[config.mk]
export PLATFORM = sky130hd
export DESIGN_NAME = gpu_clut_load_sequencer
export DESIGN_NICKNAME = d
export VERILOG_FILES = /design/src/rtl/gpu_clut_load_sequencer.sv
export SDC_FILE = /design/constraint.sdc
export NUM_CORES = 1
export LEC_CHECK = 0
export CORE_ASPECT_RATIO = 0.75
export CORE_MARGIN = 1.5
export CORE_UTILIZATION = 30
export DETAILED_ROUTE_END_ITERATION = 12
export PLACE_DENSITY = 0.66
export SLEW_MARGIN = 20
export SYNTH_ARGS = -nofsm -noshare
export SYNTH_HDL_FRONTEND = slang
export SYNTH_SLANG_ARGS = --single-unit
[constraint.sdc]
create_clock -name i_clk -period 2.9 [get_ports i_clk]
set_input_delay 0.29 -clock i_clk [delete_from_list [all_inputs] [get_ports i_clk]]
set_output_delay 0.29 -clock i_clk [all_outputs]
set_load 0.05 [all_outputs]
[src/rtl/gpu_clut_load_sequencer.sv]
// CLUT palette load sequencer: one-entry tag check, then 1 or 16 packet reads from VRAM
// with each returned beat written straight into the CLUT cache.
module gpu_clut_load_sequencer #(
  parameter int PKT_WORDS = 8
) (
  input  logic        i_clk,
  input  logic        i_rstGPU,
  input  logic        i_loadReq,
  input  logic [14:0] i_clutAdr,
  input  logic        i_is8BPP,
  input  logic        i_invalidate,
  output logic        o_busy,
  output logic        o_loadDone,
  output logic        o_memReq,
  output logic [14:0] o_memAdr,
  input  logic        i_memAck,
  input  logic        i_memDataValid,
  input  logic [31:0] i_memData,
  output logic        o_clutWrite,
  output logic [6:0]  o_clutWrAdr,
  output logic [31:0] o_clutWrData
);

  // state   | meaning
  // IDLE    | waiting for a load request, tag compared here
  // REQ     | packet read request held until the arbiter acks
  // DATA    | streaming packet beats into the CLUT cache
  // DONE    | palette resident; completion pulse follows on the next cycle
  localparam logic [1:0] ST_IDLE = 2'd0;
  localparam logic [1:0] ST_REQ  = 2'd1;
  localparam logic [1:0] ST_DATA = 2'd2;
  localparam logic [1:0] ST_DONE = 2'd3;

  logic [1:0]  state;
  logic [14:0] adr;
  logic        is8;
  logic [3:0]  pkt;
  logic [2:0]  beat;
  logic        tag_valid;
  logic        tag8;
  logic [14:0] tag_adr;
  logic        pending_inval;
  logic        done_q;

  logic        hit;
  logic        last_beat;
  logic        last_pkt;
  logic [5:0]  x_adr;

  // An 8bpp fill also covers a 4bpp request at the same position.
  assign hit       = tag_valid && !i_invalidate && (tag_adr == i_clutAdr) && (tag8 || !i_is8BPP);
  assign last_beat = (beat == 3'(PKT_WORDS - 1));
  assign last_pkt  = is8 ? (pkt == 4'd15) : (pkt == 4'd0);
  assign x_adr     = adr[5:0] + 6'(pkt);

  assign o_busy       = (state != ST_IDLE);
  assign o_loadDone   = done_q;
  assign o_memReq     = (state == ST_REQ);
  assign o_memAdr     = o_memReq ? {adr[14:6], x_adr} : 15'd0;
  assign o_clutWrite  = (state == ST_DATA) && i_memDataValid;
  assign o_clutWrAdr  = o_clutWrite ? {pkt, beat} : 7'd0;
  assign o_clutWrData = i_memData;

  always_ff @(posedge i_clk or posedge i_rstGPU) begin
    if (i_rstGPU) begin
      state         <= ST_IDLE;
      adr           <= 15'd0;
      is8           <= 1'b0;
      pkt           <= 4'd0;
      beat          <= 3'd0;
      tag_valid     <= 1'b0;
      tag8          <= 1'b0;
      tag_adr       <= 15'd0;
      pending_inval <= 1'b0;
      done_q        <= 1'b0;
    end else begin
      done_q <= (state == ST_DONE);
      if (i_invalidate) begin
        tag_valid <= 1'b0;
        if ((state == ST_REQ) || (state == ST_DATA))
          pending_inval <= 1'b1;
      end
      case (state)
        ST_IDLE: begin
          if (i_loadReq) begin
            adr <= i_clutAdr;
            is8 <= i_is8BPP;
            if (hit) begin
              state <= ST_DONE;
            end else begin
              tag_valid <= 1'b0;
              pkt       <= 4'd0;
              state     <= ST_REQ;
            end
          end
        end
        ST_REQ: begin
          if (i_memAck) begin
            beat  <= 3'd0;
            state <= ST_DATA;
          end
        end
        ST_DATA: begin
          if (i_memDataValid) begin
            if (last_beat) begin
              if (last_pkt) begin
                // A flush seen at any point during the fill keeps the new tag invalid.
                tag_valid <= !(pending_inval || i_invalidate);
                tag8      <= is8;
                tag_adr   <= adr;
                state     <= ST_DONE;
              end else begin
                pkt   <= pkt + 4'd1;
                state <= ST_REQ;
              end
            end else begin
              beat <= beat + 3'd1;
            end
          end
        end
        ST_DONE: begin
          pending_inval <= 1'b0;
          state         <= ST_IDLE;
        end
        default: state <= ST_IDLE;
      endcase
    end
  end

endmodule

==> flow_summary.toml <==
[routing]
viasPerCell = 4.764
ant_nets = 0
dr_total_vias = 1796
wl_um = 5803
initialDrtViolationCount = 82
wl_per_cell_um = 15.39
drc = 0
first_pass_iters = 4

[yosys]
yosysWarningCount = 0
synth-seq-cells = 44
synth_area_um2 = 2631
yosys_most_used_dff = "dfrtp_1"
synth_cells = 246
syn_area_per_cell_um2 = 10.70
yosysUniqueCellTypes = 42
seq_area_frac_synth_pct = 41.84
synth_fp_nets = 309
synth-edff-count = 0
async_flop_share_pct = 100.0

[sta]
period_share_pct = 94.07
skew_ns = 0.005997
fmax_mhz = 366.6
slew_headroom_pct = 61.66
tns_ns = 0
setup_violations = 0
hold_viol = 0
worstMarginPinSlew_ns = 0.5750
fin_crit_ns = 2.728
fin_ws_ns = 0.1720
slew_violations = 0
rsz0062_at_grt = "no"

[clocking]
cts_tree = "yes"
postCtsHoldBufs = 0
cts-resized-gates = 0
htree_levels = 2
clkTransAtPathRegs_ns = 0.06
cts_buffer_depth = 2
cts-root-buf = "clkbuf_16"
clock_latency_ns = 0.28
cts_sinks = 44
cts_setup_buffers = 0
cts_buffers = 5

[worst_setup_path]
cp_data_arrival_time_ns = 2.44
r2r_cells = 6
cp-startpoint = "pkt[0]$_DFFE_PP0P_"
crit_type = "reg2out"
cp-end-kind = "primary output"
r2r-start = "state[0]$_DFFE_PP0P_"
crit_end = "o_memAdr[2]"
reg2reg_slack_ns = 0.51
cp_max_fo = 6
crit_required_ns = 2.61
cp-start-kind = "flip-flop"
r2r-end = "pkt[1]$_DFFE_PP0P_"

[placed_design]
portBuffers = 47
dpl_cell_area_um2 = 3009
hpwl_um = 4372
post-place-ws_ns = 0.4640
gp_congestion = 0.7453

[final_layout]
final_util_pct = 37.16
final_area_um2 = 3156
drive_above_1_share_pct = 18.59
final_common_cell = "clkdlybuf4s50_1"
layout_common_cells = "clkdlybuf4s50_1 (45), dfrtp_1 (44), mux2_2 (32)"
num_antenna_cells = 0
syn_to_final_growth_pct = 19.92
fin_nets = 331

[grt]
antenna_found_initial = 0
grt_usage_pct = 12.96
globalRouteOverflowTotal = 0
grt_pass1_wl_um = 9508
grt_pass1_vias = 1836
grt_max_degree = 45

[die]
rows = 29
dieArea_um2 = 9347
die_w_um = 111.1
initial_utilization_pct = 30.99
pin_count = 112
die_h_um = 84.11
coreArea_um2 = 8491

[power]
p_int_uw = 1668
combPwrFrac_pct = 45.9
pwr-share-clk_pct = 20.0
pwr-share-seq_pct = 34.1
irDropWorstVdd_mv = 0.4782
powerDensity_nw_per_um2 = 885.0
switching_share_pct = 40.28
leakage_uw = 0.001362
p_switching_uw = 1125

[job]
maxCapViolCount = 0

[outcome]
status = "finished clean"

[worst_hold_path]
hp-class = "in2async"
routing by layer:
layer	track usage (%)	vias to the layer above	routed length, µm
li1	-	859	-
met1	18.69	860	2890
met2	18.01	57	2367
met3	3.849	20	396
met4	5.409	0	150
met5	0	-	0
synthesized netlist by cell type, drive strengths merged (3+ instances only):
library cell | number | area [µm²]
a21oi | 5 | 25.02
and2 | 19 | 118.9
inv | 9 | 33.78
clkbuf | 4 | 15.01
nor2b | 3 | 18.77
nand3 | 5 | 25.02
xnor2 | 17 | 148.9
o21ai | 6 | 33.78
ha | 8 | 100.1
nor2 | 12 | 45.04
nand2 | 12 | 45.04
dfrtp | 44 | 1101
mux2 | 32 | 360.4
buf | 34 | 252.7
nand4 | 7 | 43.79
power groups by stage:
stage,registers (µW),logic [µW],clock network (µW)
finish,951,1280,559
global route,983,1390,603
CTS,951,1300,579
detailed placement,962,1290,0
global placement,954,1270,0
floorplan,919,1040,0
flip-flops by register name, summed over array words and instances, names as in the netlist:
register / cells
adr: 15
tag_adr: 15
pkt: 4
beat: 3
state: 2
is8: 1
o_loadDone: 1
pending_inval: 1
tag8: 1
tag_valid: 1
stage by stage:
| stage | std cells | hold slack (ns) | power [µW] |
|---|---|---|---|
| after floorplan | 246 | 0.3980 | 1957 |
| after global placement | 369 | 0.4880 | 2221 |
| after detailed placement | 369 | 0.4976 | 2255 |
| after CTS | 377 | 0.4907 | 2827 |
| after global routing | 377 | 0.5267 | 2979 |
| final | 377 | 0.4621 | 2793 |
cell type report:
cell class,instances,area [µm²]
inverters,9,33.78
well taps,108,135.1
multi-input cells,155,1229
clock buffers,8,146.4
fillers,852,5335
repair buffers,53,510.5
flip-flops and latches,44,1101
how the worst min path moves through the flow:
stage	slack [ns]	cells past startpoint	endpoint	start
2_1_floorplan	0.40	1	tag_valid$_DFF_PP0_	i_invalidate
3_3_place_gp	0.49	2	pending_inval$_DFFE_PP0P_	pending_inval$_DFFE_PP0P_
3_5_place_dp	0.50	2	pending_inval$_DFFE_PP0P_	pending_inval$_DFFE_PP0P_
4_1_cts	0.49	3	adr[11]$_DFFE_PP0P_	i_rstGPU
5_1_grt	0.53	1	tag8$_DFFE_PP0P_	tag8$_DFFE_PP0P_
6_report	0.46	3	adr[13]$_DFFE_PP0P_	i_rstGPU
logic make-up (layout without fill, tap and decap cells):
| kind of cell | Yosys count | count (layout) | synth area share [%] |
|---|---|---|---|
| XOR/XNOR | 18 | 18 | 5.991 |
| AO/OA/AOI/OAI | 25 | 25 | 7.181 |
| AND/OR/NAND/NOR | 69 | 69 | 14.50 |
| adder cells (fa/ha/maj) | 9 | 9 | 4.565 |
| buffers and inverters | 47 | 70 | 11.46 |
| flip-flops | 44 | 44 | 41.85 |
| multiplexers | 34 | 34 | 14.46 |
worst max-delay path: stages, from the launching register on:
cell	delay [ns]
dfrtp_1	0.45
ha_1	0.24
fa_1	0.40
xnor2_1	0.14
nor2_1	0.10
clkdlybuf4s50_1	0.81
No activity file was read; power rests on OpenSTA's default activity.
